`src/rtl/muldiv_seq_pkg.sv`:
```
// Shared definitions for the iterative multiply/divide sequencer:
// FSM encoding, divide-by-zero result and the ALU opcode set.
package muldiv_seq_pkg;

  typedef enum logic [1:0] {
    MD_IDLE = 2'd0,
    MD_RUN  = 2'd1,
    MD_DONE = 2'd2
  } md_state_e;

  // Quotient returned for x/0; callers slice the low RV bits.
  localparam logic [31:0] MD_DIV0_RESULT = 32'hFFFF_FFFF;

  typedef enum logic [3:0] {
    OP_ADD  = 4'd0,
    OP_SUB  = 4'd1,
    OP_AND  = 4'd2,
    OP_OR   = 4'd3,
    OP_XOR  = 4'd4,
    OP_SLL  = 4'd5,
    OP_SRL  = 4'd6,
    OP_SRA  = 4'd7,
    OP_SLT  = 4'd8,
    OP_SLTU = 4'd9,
    OP_MUL  = 4'd10,
    OP_DIVU = 4'd11
  } alu_op_e;

endpackage

```
`src/rtl/muldiv_seq_if.sv`:
```
// Execute-stage <-> multiply/divide sequencer handshake bundle.
interface muldiv_seq_if #(
  parameter int RV = 32
);
  logic          start;
  logic          is_div;
  logic [RV-1:0] a;
  logic [RV-1:0] b;
  logic [3:0]    rd_in;
  logic          kill;
  logic          busy;
  logic          done;
  logic [RV-1:0] result;
  logic [3:0]    rd_out;

  modport master (
    output start, is_div, a, b, rd_in, kill,
    input  busy, done, result, rd_out
  );

  modport slave (
    input  start, is_div, a, b, rd_in, kill,
    output busy, done, result, rd_out
  );
endinterface

```
`src/rtl/muldiv_seq_step.sv`:
```
// One iteration of the sequencer datapath: shift-add for multiply,
// shift/compare/subtract (restoring) for unsigned divide.
module muldiv_step #(
  parameter int RV = 32
) (
  input  logic          is_div,
  input  logic [RV-1:0] op_a,
  input  logic [RV-1:0] op_b,
  input  logic [RV-1:0] acc,
  input  logic [RV-1:0] rem,
  output logic [RV-1:0] op_a_nx,
  output logic [RV-1:0] op_b_nx,
  output logic [RV-1:0] acc_nx,
  output logic [RV-1:0] rem_nx
);

  logic [RV:0] trial;
  logic [RV:0] diff;
  logic        ge;

  always_comb begin
    // Shifted remainder needs RV+1 bits: it can reach 2*divisor-1.
    trial   = {rem, op_a[RV-1]};
    diff    = trial - {1'b0, op_b};
    ge      = ~diff[RV];
    op_a_nx = op_a << 1;
    if (is_div) begin
      op_b_nx = op_b;
      rem_nx  = ge ? diff[RV-1:0] : trial[RV-1:0];
      acc_nx  = {acc[RV-2:0], ge};
    end else begin
      op_b_nx = op_b >> 1;
      rem_nx  = rem;
      acc_nx  = op_b[0] ? (acc + op_a) : acc;
    end
  end

endmodule

```
`src/rtl/muldiv_seq.sv`:
```
// Iterative multiply/divide sequencer: captures operands on start, runs RV
// iterations, returns the low product or unsigned quotient with a done pulse.
module muldiv_seq
  import muldiv_seq_pkg::*;
#(
  parameter int RV = 32
) (
  input  logic        clk,
  input  logic        reset_n,
  muldiv_seq_if.slave io
);

  localparam int CW = $clog2(RV) + 1;

  md_state_e     state;
  md_state_e     state_nx;
  logic [CW-1:0] cnt;
  logic [RV-1:0] op_a;
  logic [RV-1:0] op_b;
  logic [RV-1:0] acc;
  logic [RV-1:0] rem;
  logic [RV-1:0] result_q;
  logic [3:0]    rd_q;
  logic [3:0]    rd_out_q;
  logic          is_div_q;

  logic [RV-1:0] op_a_nx;
  logic [RV-1:0] op_b_nx;
  logic [RV-1:0] acc_nx;
  logic [RV-1:0] rem_nx;

  logic launch;
  logic div0;
  logic done;

  assign launch = (state == MD_IDLE) && io.start && !io.kill;
  assign div0   = io.is_div && (io.b == '0);

  muldiv_step #(.RV(RV)) u_step (
    .is_div  (is_div_q),
    .op_a    (op_a),
    .op_b    (op_b),
    .acc     (acc),
    .rem     (rem),
    .op_a_nx (op_a_nx),
    .op_b_nx (op_b_nx),
    .acc_nx  (acc_nx),
    .rem_nx  (rem_nx)
  );

  always_comb begin
    state_nx = state;
    case (state)
      MD_IDLE: if (launch) state_nx = div0 ? MD_DONE : MD_RUN;
      MD_RUN: begin
        if (io.kill)              state_nx = MD_IDLE;
        else if (cnt == CW'(1))   state_nx = MD_DONE;
      end
      MD_DONE: state_nx = MD_IDLE;
      default: state_nx = MD_IDLE;
    endcase
  end

  always_ff @(posedge clk or negedge reset_n) begin
    if (!reset_n) state <= MD_IDLE;
    else          state <= state_nx;
  end

  // Counter, accumulator/remainder and the held result registers.
  always_ff @(posedge clk or negedge reset_n) begin
    if (!reset_n) begin
      cnt      <= '0;
      acc      <= '0;
      rem      <= '0;
      result_q <= '0;
      rd_out_q <= '0;
    end else begin
      if (launch) begin
        cnt <= CW'(RV);
        acc <= div0 ? MD_DIV0_RESULT[RV-1:0] : '0;
        rem <= '0;
      end else if (state == MD_RUN) begin
        cnt <= cnt - CW'(1);
        acc <= acc_nx;
        rem <= rem_nx;
      end
      if (done) begin
        result_q <= acc;
        rd_out_q <= rd_q;
      end
    end
  end

  // Operand shift registers carry no reset; they are loaded on every launch.
  always_ff @(posedge clk) begin
    if (launch) begin
      op_a     <= io.a;
      op_b     <= io.b;
      rd_q     <= io.rd_in;
      is_div_q <= io.is_div;
    end else if (state == MD_RUN) begin
      op_a <= op_a_nx;
      op_b <= op_b_nx;
    end
  end

  // A kill in the DONE cycle suppresses done and keeps the old result visible.
  assign done      = (state == MD_DONE) && !io.kill;
  assign io.done   = done;
  assign io.busy   = (state != MD_IDLE);
  assign io.result = done ? acc  : result_q;
  assign io.rd_out = done ? rd_q : rd_out_q;

endmodule
```
`src/flat_wrapper.sv`:
```
// flat-port wrapper written by rule: the top's interface ports become plain ports
module muldiv_seq_flat import muldiv_seq_pkg::*;
#(
  parameter int RV = 32
)
  (clk, reset_n, io_start, io_is_div, io_a, io_b, io_rd_in, io_kill, io_busy, io_done, io_result, io_rd_out);
  muldiv_seq_if #(.RV(RV)) io_i ();
  input  logic clk;
  input  logic reset_n;
  input wire logic [$bits(io_i.start)-1:0] io_start;
  input wire logic [$bits(io_i.is_div)-1:0] io_is_div;
  input wire logic [$bits(io_i.a)-1:0] io_a;
  input wire logic [$bits(io_i.b)-1:0] io_b;
  input wire logic [$bits(io_i.rd_in)-1:0] io_rd_in;
  input wire logic [$bits(io_i.kill)-1:0] io_kill;
  output wire logic [$bits(io_i.busy)-1:0] io_busy;
  output wire logic [$bits(io_i.done)-1:0] io_done;
  output wire logic [$bits(io_i.result)-1:0] io_result;
  output wire logic [$bits(io_i.rd_out)-1:0] io_rd_out;
  assign io_i.start = io_start;
  assign io_i.is_div = io_is_div;
  assign io_i.a = io_a;
  assign io_i.b = io_b;
  assign io_i.rd_in = io_rd_in;
  assign io_i.kill = io_kill;
  assign io_busy = io_i.busy;
  assign io_done = io_i.done;
  assign io_result = io_i.result;
  assign io_rd_out = io_i.rd_out;
  muldiv_seq #(.RV(RV)) u_core (.clk(clk), .reset_n(reset_n), .io(io_i));
endmodule
```
`config.mk`:
```
export PLATFORM = sky130hd
export DESIGN_NAME = muldiv_seq_flat
export DESIGN_NICKNAME = d
export VERILOG_FILES = /design/src/rtl/muldiv_seq_pkg.sv /design/src/rtl/muldiv_seq_if.sv /design/src/rtl/muldiv_seq_step.sv /design/src/rtl/muldiv_seq.sv /design/src/flat_wrapper.sv
export SDC_FILE = /design/constraint.sdc
export NUM_CORES = 1
export LEC_CHECK = 0
export ABC_AREA = 1
export CAP_MARGIN = 20
export CELL_PAD_IN_SITES_DETAIL_PLACEMENT = 1
export CELL_PAD_IN_SITES_GLOBAL_PLACEMENT = 2
export CORE_MARGIN = 2
export CORE_UTILIZATION = 33
export DETAILED_ROUTE_END_ITERATION = 12
export GPL_ROUTABILITY_DRIVEN = 0
export PLACE_DENSITY_LB_ADDON = 0.05
export SLEW_MARGIN = 30
export SYNTH_ARGS = -nofsm -noshare
export SYNTH_HDL_FRONTEND = slang
export SYNTH_HIERARCHICAL = 1
export SYNTH_SLANG_ARGS = --single-unit
```
`constraint.sdc`:
```
create_clock -name clk -period 2.5 [get_ports clk]
set_input_delay 0.5 -clock clk [delete_from_list [all_inputs] [get_ports clk]]
set_output_delay 0.5 -clock clk [all_outputs]
set_load 0.05 [all_outputs]
```
==> metrics.md, run 1 <==
| Metric | Value |
|---|---|
| Run status | finished, final reports clean |
| Core area | 41900 µm² |
| CTS H-tree depth | 4 |
| Avg Inst Size Synth | roughly 6.4 µm² |
| Diode count | 0 |
| Worst EP arrival | around 2800 ps |
| Clk pin slew, worst setup/hold paths | 80 ps |
| Register area share after synthesis | 34.0% |
| Number of global-route vias before repair | 14827 |
| CTS Sinks | ~180 |
| Initial antenna violation count | 0 |
| Layout cell share with drive strength beyond 1 | 16.7% |
| RSZ-0062 raised after global routing | true |
| Die ar. | 44200 µm² |
| Clock root cell | clkbuf_16 |
| CTS buffer count | 17 |
| Met2 WL | between 20000 and 30000 µm |
| CP Data Required Time | approximately 2900 ps |
| Layout overhead on the synthesized area | 28.9% |
| Synth area leader | nand2_1 |
| Critical setup path kind | reg2reg |
| Fin Hold WS | between 400 and 500 ps |
| Worst flop-to-flop path endpoint | u_core/rem[4] |
| Final setup vio count | 0 |
| Inst Count DP | approximately 2800 |
| DP HPWL | 36700 µm |
| Hold EP | u_core/state[1] |
| Crit path max fanout | 10 |
| Hold Crit Class | in2reg |
| Placement Rows | 75 |
| Vias/cell | about 4.8 |
| Final ANT Viol Nets | 0 |
| DRT Wirelength | 50000 µm |
| Top layer in use | met4 |
| First-pass GRT wire length | 78800 µm |
| Fin crit period | 2460 ps |
| Gr usage total | 22.8% |
| Placed Area | 16500 µm² |
| FF-to-FF Start | u_core/rem[13] |
| Syn Inst Count | 2195 |
| Die Y | 210 µm |
| Avg WL per Cell | roughly 17 µm |
| DRT iter0 DRCs | 546 |
| Chip Width | 210 µm |
| Most frequent cells in the layout | 884 x nand2_1, 256 x inv_1, 163 x nor2_1, 108 x dfrtp_1 |
| Max-slew headroom | between 50% and 60% |
| Yosys warning total | 6 |
| Startpoint class of the critical path | flip-flop |
| Max Clock Freq | 406 MHz |
| Tot Pwr | about 23 mW |
| Hold depth | 4 |
| Pwr Density | 1290 nW/µm² |
| Post-route clock period utilization | 98.6% |
| Static leakage | 9.32 nW |
| Post-synth EDFFs | 69 |
| Max Cap Violations | 0 |
| GRT overflow | 0 |
| Slew Limit Fails | 0 |
| Maximum number of pins on one net before global-route repair | roughly 140 |
| FF-to-FF path depth | 17 |
| Synth Net Count | 2335 |
| Starting density of the core | 33.5% |
| Endpoint type of the worst setup path | flip-flop |
| Worst Skew | 9.07 ps |
| Synth unique cells | 43 |
| Commonest non-fill, non-tap cell in the layout | nand2_1 |
| Synthesized area | 14000 µm² |
| Final hold violation count | 0 |
| Worst VDD drop | 763 µV |
| Worst slew pin tran | 723 ps |
| Hold Path Origin | io_kill |
| Final std cells w/o fill | 2886 |
| Most used DFF post-synth | dfrtp_1 |
| DR vias | 13940 |
| Non-Filler Cell Area, Final | 18100 µm² |
| Synth top area share | 25.5% |
| Clk buf depth | 2 |
| Flop-to-flop setup slack | 40 ps |
| Synth Register Bits | 177 |
| Fraction of registers with async set/reset | about three fifths |
| Remaining DRCs | 0 |
| IO Count | 111 |
| Met3 WL | 871 µm |
| M1 wire length | around 22000 µm |
| CTS tree | done |
| Nets@finish | roughly 2500 |
| Count of input and output buffers | 110 |
| Worst skew pair latency | 490 ps |
| Number of detailed-route iterations in the first pass | 5 |
| Area contributors post-synth | nand2_1 26%, dfrtp_1 19%, edfxtp_1 15% |
## cell type report
class                           count  area, µm²
Multi-Input combinational cell   1639       8390
Timing Repair Buffer              227       2650
Tap cell                          539        674
Inverter                          272       1020
Sequential cell                   177       4770
Fill cell                        5297      23800
Clock buffer                       19        453
Clock inverter                     13        145
## per-layer routing
| layer | track usage, % | vias up |
|---|---|---|
| li1 | - | 7067 |
| met1 | 26.9 | 6706 |
| met2 | 42.8 | 120 |
| met3 | 2.82 | 47 |
| met4 | 7.14 | 0 |
| met5 | 0 | - |
## cells by family (layout without fill, tap and decap cells)
| family | Yosys count | in the layout | share of synthesized area, % |
|---|---|---|---|
| compound gates | 230 | 230 | 8.70 |
| xor+xnor | 30 | 30 | 1.87 |
| fa+ha+maj | 67 | 67 | 6.08 |
| buf+inv | 379 | 531 | 11.7 |
| flops | 177 | 177 | 34.0 |
| other cells | 1 | 1 | 0.0267 |
| simple gates | 1311 | 1311 | 37.6 |
## synthesized netlist by cell type (all sizes together) (16+ instances only)
library cell	number
dfrtp	108
ha	65
nand3	132
buf	75
nor2	182
o21ai	120
clkbuf	32
edfxtp	69
a21oi	100
xor2	16
inv	272
nand2	970
## state kept, by name, indices dropped and copies added (netlist names)
name,cells
u_core/rd_q,4
u_core/cnt,6
u_core/state,2
u_core/rem,32
u_core/acc,32
u_core/is_div_q,1
u_core/rd_out_q,4
u_core/op_b,32
u_core/op_a,32
u_core/result_q,32
## power by group
| part | internal, mW | switching [mW] |
|---|---|---|
| clock | 1.46 | 1.35 |
| sequential | 4.11 | 0.775 |
| combinational | 6.31 | 9.36 |
## critical path, cell delays in order, from the launching register on
cell and delay (ps):
dfrtp_1 440, ha_1 340, nand2_2 100, nor2_4 200, inv_2 50, nor2_2 160, nand2_2 90, nand2_4 70
nand2_4 80, nand2_4 90, nand2_4 70, nand2_8 140, clkbuf_16 190, nand2_1 50, nand3_1 60, nand2_1 70
nand2_1 80, nand2_1 50
## through the flow
stage	TNS (ps)	utilization [%]	worst slack, ps
final	0	43.2	35.5
after global routing	-2530	43.2	-116
after CTS	0	40.8	5.00
after detailed placement	-584	39.3	-66.7
after global placement	-42.2	39.3	-42.2
after floorplan	0	-	199
## worst max path at each step
stage	startpoint	to	depth (start not counted)	slack (ps)
3_5_place_dp	u_core/op_a[0]	u_core/acc[14]	14	-70
5_1_grt	u_core/op_b[0]	u_core/rem[4]	19	-120
6_report	u_core/rem[13]	u_core/rem[4]	17	40
4_1_cts	io_kill	io_result[1]	8	5
3_3_place_gp	io_b[12]	u_core/acc[0]	9	-40
2_1_floorplan	u_core/op_a[31]	u_core/rem[10]	20	200
## repair_timing
item	4_1_cts	5_1_grt
buffers inserted	1	14
pin swaps	1	54
hold buffers	1	0
endpoints found under the setup margin	30	91
resized for setup	10	208
hold endpoints to repair	21	0
gates cloned	0	5
Power figures use the tool's default switching activity.
==> inputs of run 2 (changes only) <==
SLEW_MARGIN = 20   (was 30)
==> results of run 2 <==
The final DEF is identical to that of run 1; final timing and power are the same.
==> inputs of run 3 (changes only) <==
CORE_MARGIN = 10   (was 2)
==> metrics.md, run 3 (synthesis results as in run 1) <==
| Metric | Value |
|---|---|
| Run status | finished, final reports clean |
| Setup TNS | 0 ps (unchanged) |
| Slew Limit Fails | 0 (unchanged) |
| Post-Route Utilization | 41.7% (-1.5 points) |
| Static leakage | 9.03 nW (-3.2%) |
| Max-slew headroom | 47.3% (-4.5 points) |
| CTS H-tree depth | 4 (unchanged) |
| Worst skew pair latency | 490 ps (about the same) |
| Die ar. | 51200 µm² (+16%) |
| Final setup margin | 27.0 ps (-8.55 ps) |
| Gr usage total | 19.8% (-3.1 points) |
| DRT Wirelength | 50200 µm (+0.58%) |
| Layout overhead on the synthesized area | 24.7% |
| Crit path largest cell delay | 430 ps (about the same) |
| CTS tree | done |
| Most frequent cells in the layout | 905 x nand2_1, 264 x inv_1, 173 x nor2_1, 121 x nand3_1, 109 x o21ai_0 |
| Starting density of the core | 33.4% (-0.075 points) |
| Nets@finish | 2444 (-1.2%) |
| Placed Area | 16300 µm² (-0.87%) |
| Critical setup path kind | reg2reg |
| Max Cap Violations | 0 (unchanged) |
| Clk buf depth | 2 (unchanged) |
| Endpoint type of the worst setup path | flip-flop |
| DP HPWL | 37100 µm (+1.2%) |
| Final std cells w/o fill | 2857 (-1.0%) |
| First-pass GRT wire length | 79500 µm (+0.90%) |
| Final setup vio count | 0 (unchanged) |
| Final ANT Viol Nets | 0 (unchanged) |
| Remaining DRCs | 0 (unchanged) |
| Fin crit period | 2470 ps (+8.55 ps) |
| Inst Count DP | 2814 (-0.67%) |
| Worst EP arrival | 2840 ps (about the same) |
| Initial antenna violation count | 1 (+1) |
| Chip Width | 226 µm (+7.6%) |
| Die Y | 226 µm (+7.6%) |
| DRT iter0 DRCs | 519 (-4.9%) |
| Startpoint class of the critical path | flip-flop |
| DR vias | 13793 (-1.1%) |
| Crit path max fanout | 6 (-4) |
| Avg WL per Cell | 17.6 µm (+1.6%) |
| Maximum number of pins on one net before global-route repair | 141 (unchanged) |
| Worst path cell trace | ha_2 > fa_2 > inv_2 > nand2_2 > nand2_4 > nand3_2 > nand2_2 > nand2_2 > nand2_2 > nand2_4 > nand2_4 > nand2_4 > nand2_8 > buf_12 > nand2_1 > nand3_1 > nand2_1 > nand2_1 > nand2_1 |
| RSZ-0062 raised after global routing | true |
| Clk pin slew, worst setup/hold paths | 80 ps (about the same) |
| Worst Skew | 16.6 ps (+7.51 ps) |
| Commonest non-fill, non-tap cell in the layout | nand2_1 |
| Post-route clock period utilization | 98.9% (+0.34 points) |
| CP Data Required Time | 2870 ps (about the same) |
| CTS Sinks | 177 (unchanged) |
| Worst slew pin tran | 790 ps (+66.9 ps) |
| Vias/cell | 4.83 (about the same) |
| Layout cell share with drive strength beyond 1 | 12.7% (-4.1 points) |
| IO Count | 111 (unchanged) |
| GRT overflow | 0 (unchanged) |
| Core area | 42000 µm² (+0.22%) |
| CTS buffer count | 17 (unchanged) |
| Max Clock Freq | 404 MHz (-0.35%) |
| Clock root cell | clkbuf_16 |
| Slowest stage cell, crit path | edfxtp_1 |
| Count of input and output buffers | 110 (unchanged) |
| Placement Rows | 75 (unchanged) |
| Non-Filler Cell Area, Final | 17500 µm² (-3.3%) |
| Dpl ws | -82.2 ps (-15.5 ps) |
| Pwr Density | 1260 nW/µm² (-2.1%) |
| Hold Crit Class | reg2reg |
| Worst VDD drop | 691 µV (-9.5%) |
| Final hold violation count | 0 (unchanged) |
| Number of detailed-route iterations in the first pass | 5 (unchanged) |
| Number of global-route vias before repair | 14543 (-1.9%) |
-- run 3: changes by cell type in the layout (fill, tap and decap cells not counted), sizes merged --
cell and delta:
clkinvlp -1, clkdlybuf4s50 +2, diode +1, dlygate4sd2 -1, buf -29, bufinv -1
inv +2, clkbuf -2, dlymetal6s2s -1, clkinv +1
-- run 3: repair_timing --
action                     in CTS  in global routing
hold buffers                    1                  0
hold endpoints to repair       25                  0
pin swaps                       1                 59
setup endpoints to repair      54                 80
resized for setup              21                 91
cloned                          1                  4
buffers inserted                1                  3
-- run 3: metal layers --
layer  share of wire, %  track usage (%)  vias to the layer above  routed length (µm)
met5                  0                0                        -                   0
li1                   -                -                     7013                   -
met1                 43             22.9                     6620               21700
met3                2.1             3.10                       33                1040
met4                1.3             4.89                        0                 673
met2                 53             37.0                      127               26900
-- run 3: final cells by class --
type                    count  area, µm²
fillers                  5362      24500
multi-input cells        1639       8040
flip-flops and latches    177       4780
repair buffers            197       2410
inverters                 272       1030
well taps                 539        674
clock buffers              18        450
clock inverters            14        135
diodes                      1       2.50
-- run 3: metrics by stage --
stage | total power [mW] | hold WS (ps)
floorplan | 13.4 | 204
global placement | 18.1 | 469
detailed placement | 18.3 | 496
CTS | 21.3 | 509
global route | 24.2 | 531
finish | 22.1 | 505
-- run 3: worst max-delay path, delay by kind of cell (launching register included) --
family / cells / cell delay [ps]
flops: 1 / 430
fa+ha+maj: 2 / 600
simple gates: 15 / 1080
buf+inv: 2 / 200
-- run 3: worst paths after layout --
path | from | end | slack, ps | depth (start not counted)
worst min-delay path | u_core/cnt[3] | u_core/cnt[3] | 500 | 1
worst min register to register | u_core/cnt[3] | u_core/cnt[3] | 500 | 1
min in group asynchronous | reset_n | u_core/rem[6] | 530 | 2
worst max register to register | u_core/op_b[0] | u_core/rem[20] | 30 | 19
max in group asynchronous | reset_n | u_core/acc[16] | 1210 | 3
worst max-delay path | u_core/op_b[0] | u_core/rem[20] | 30 | 19
-- run 3: power by group --
part / switching [mW] / internal (mW)
combinational: 8.67 / 5.75
clock: 1.38 / 1.38
sequential: 0.835 / 4.11
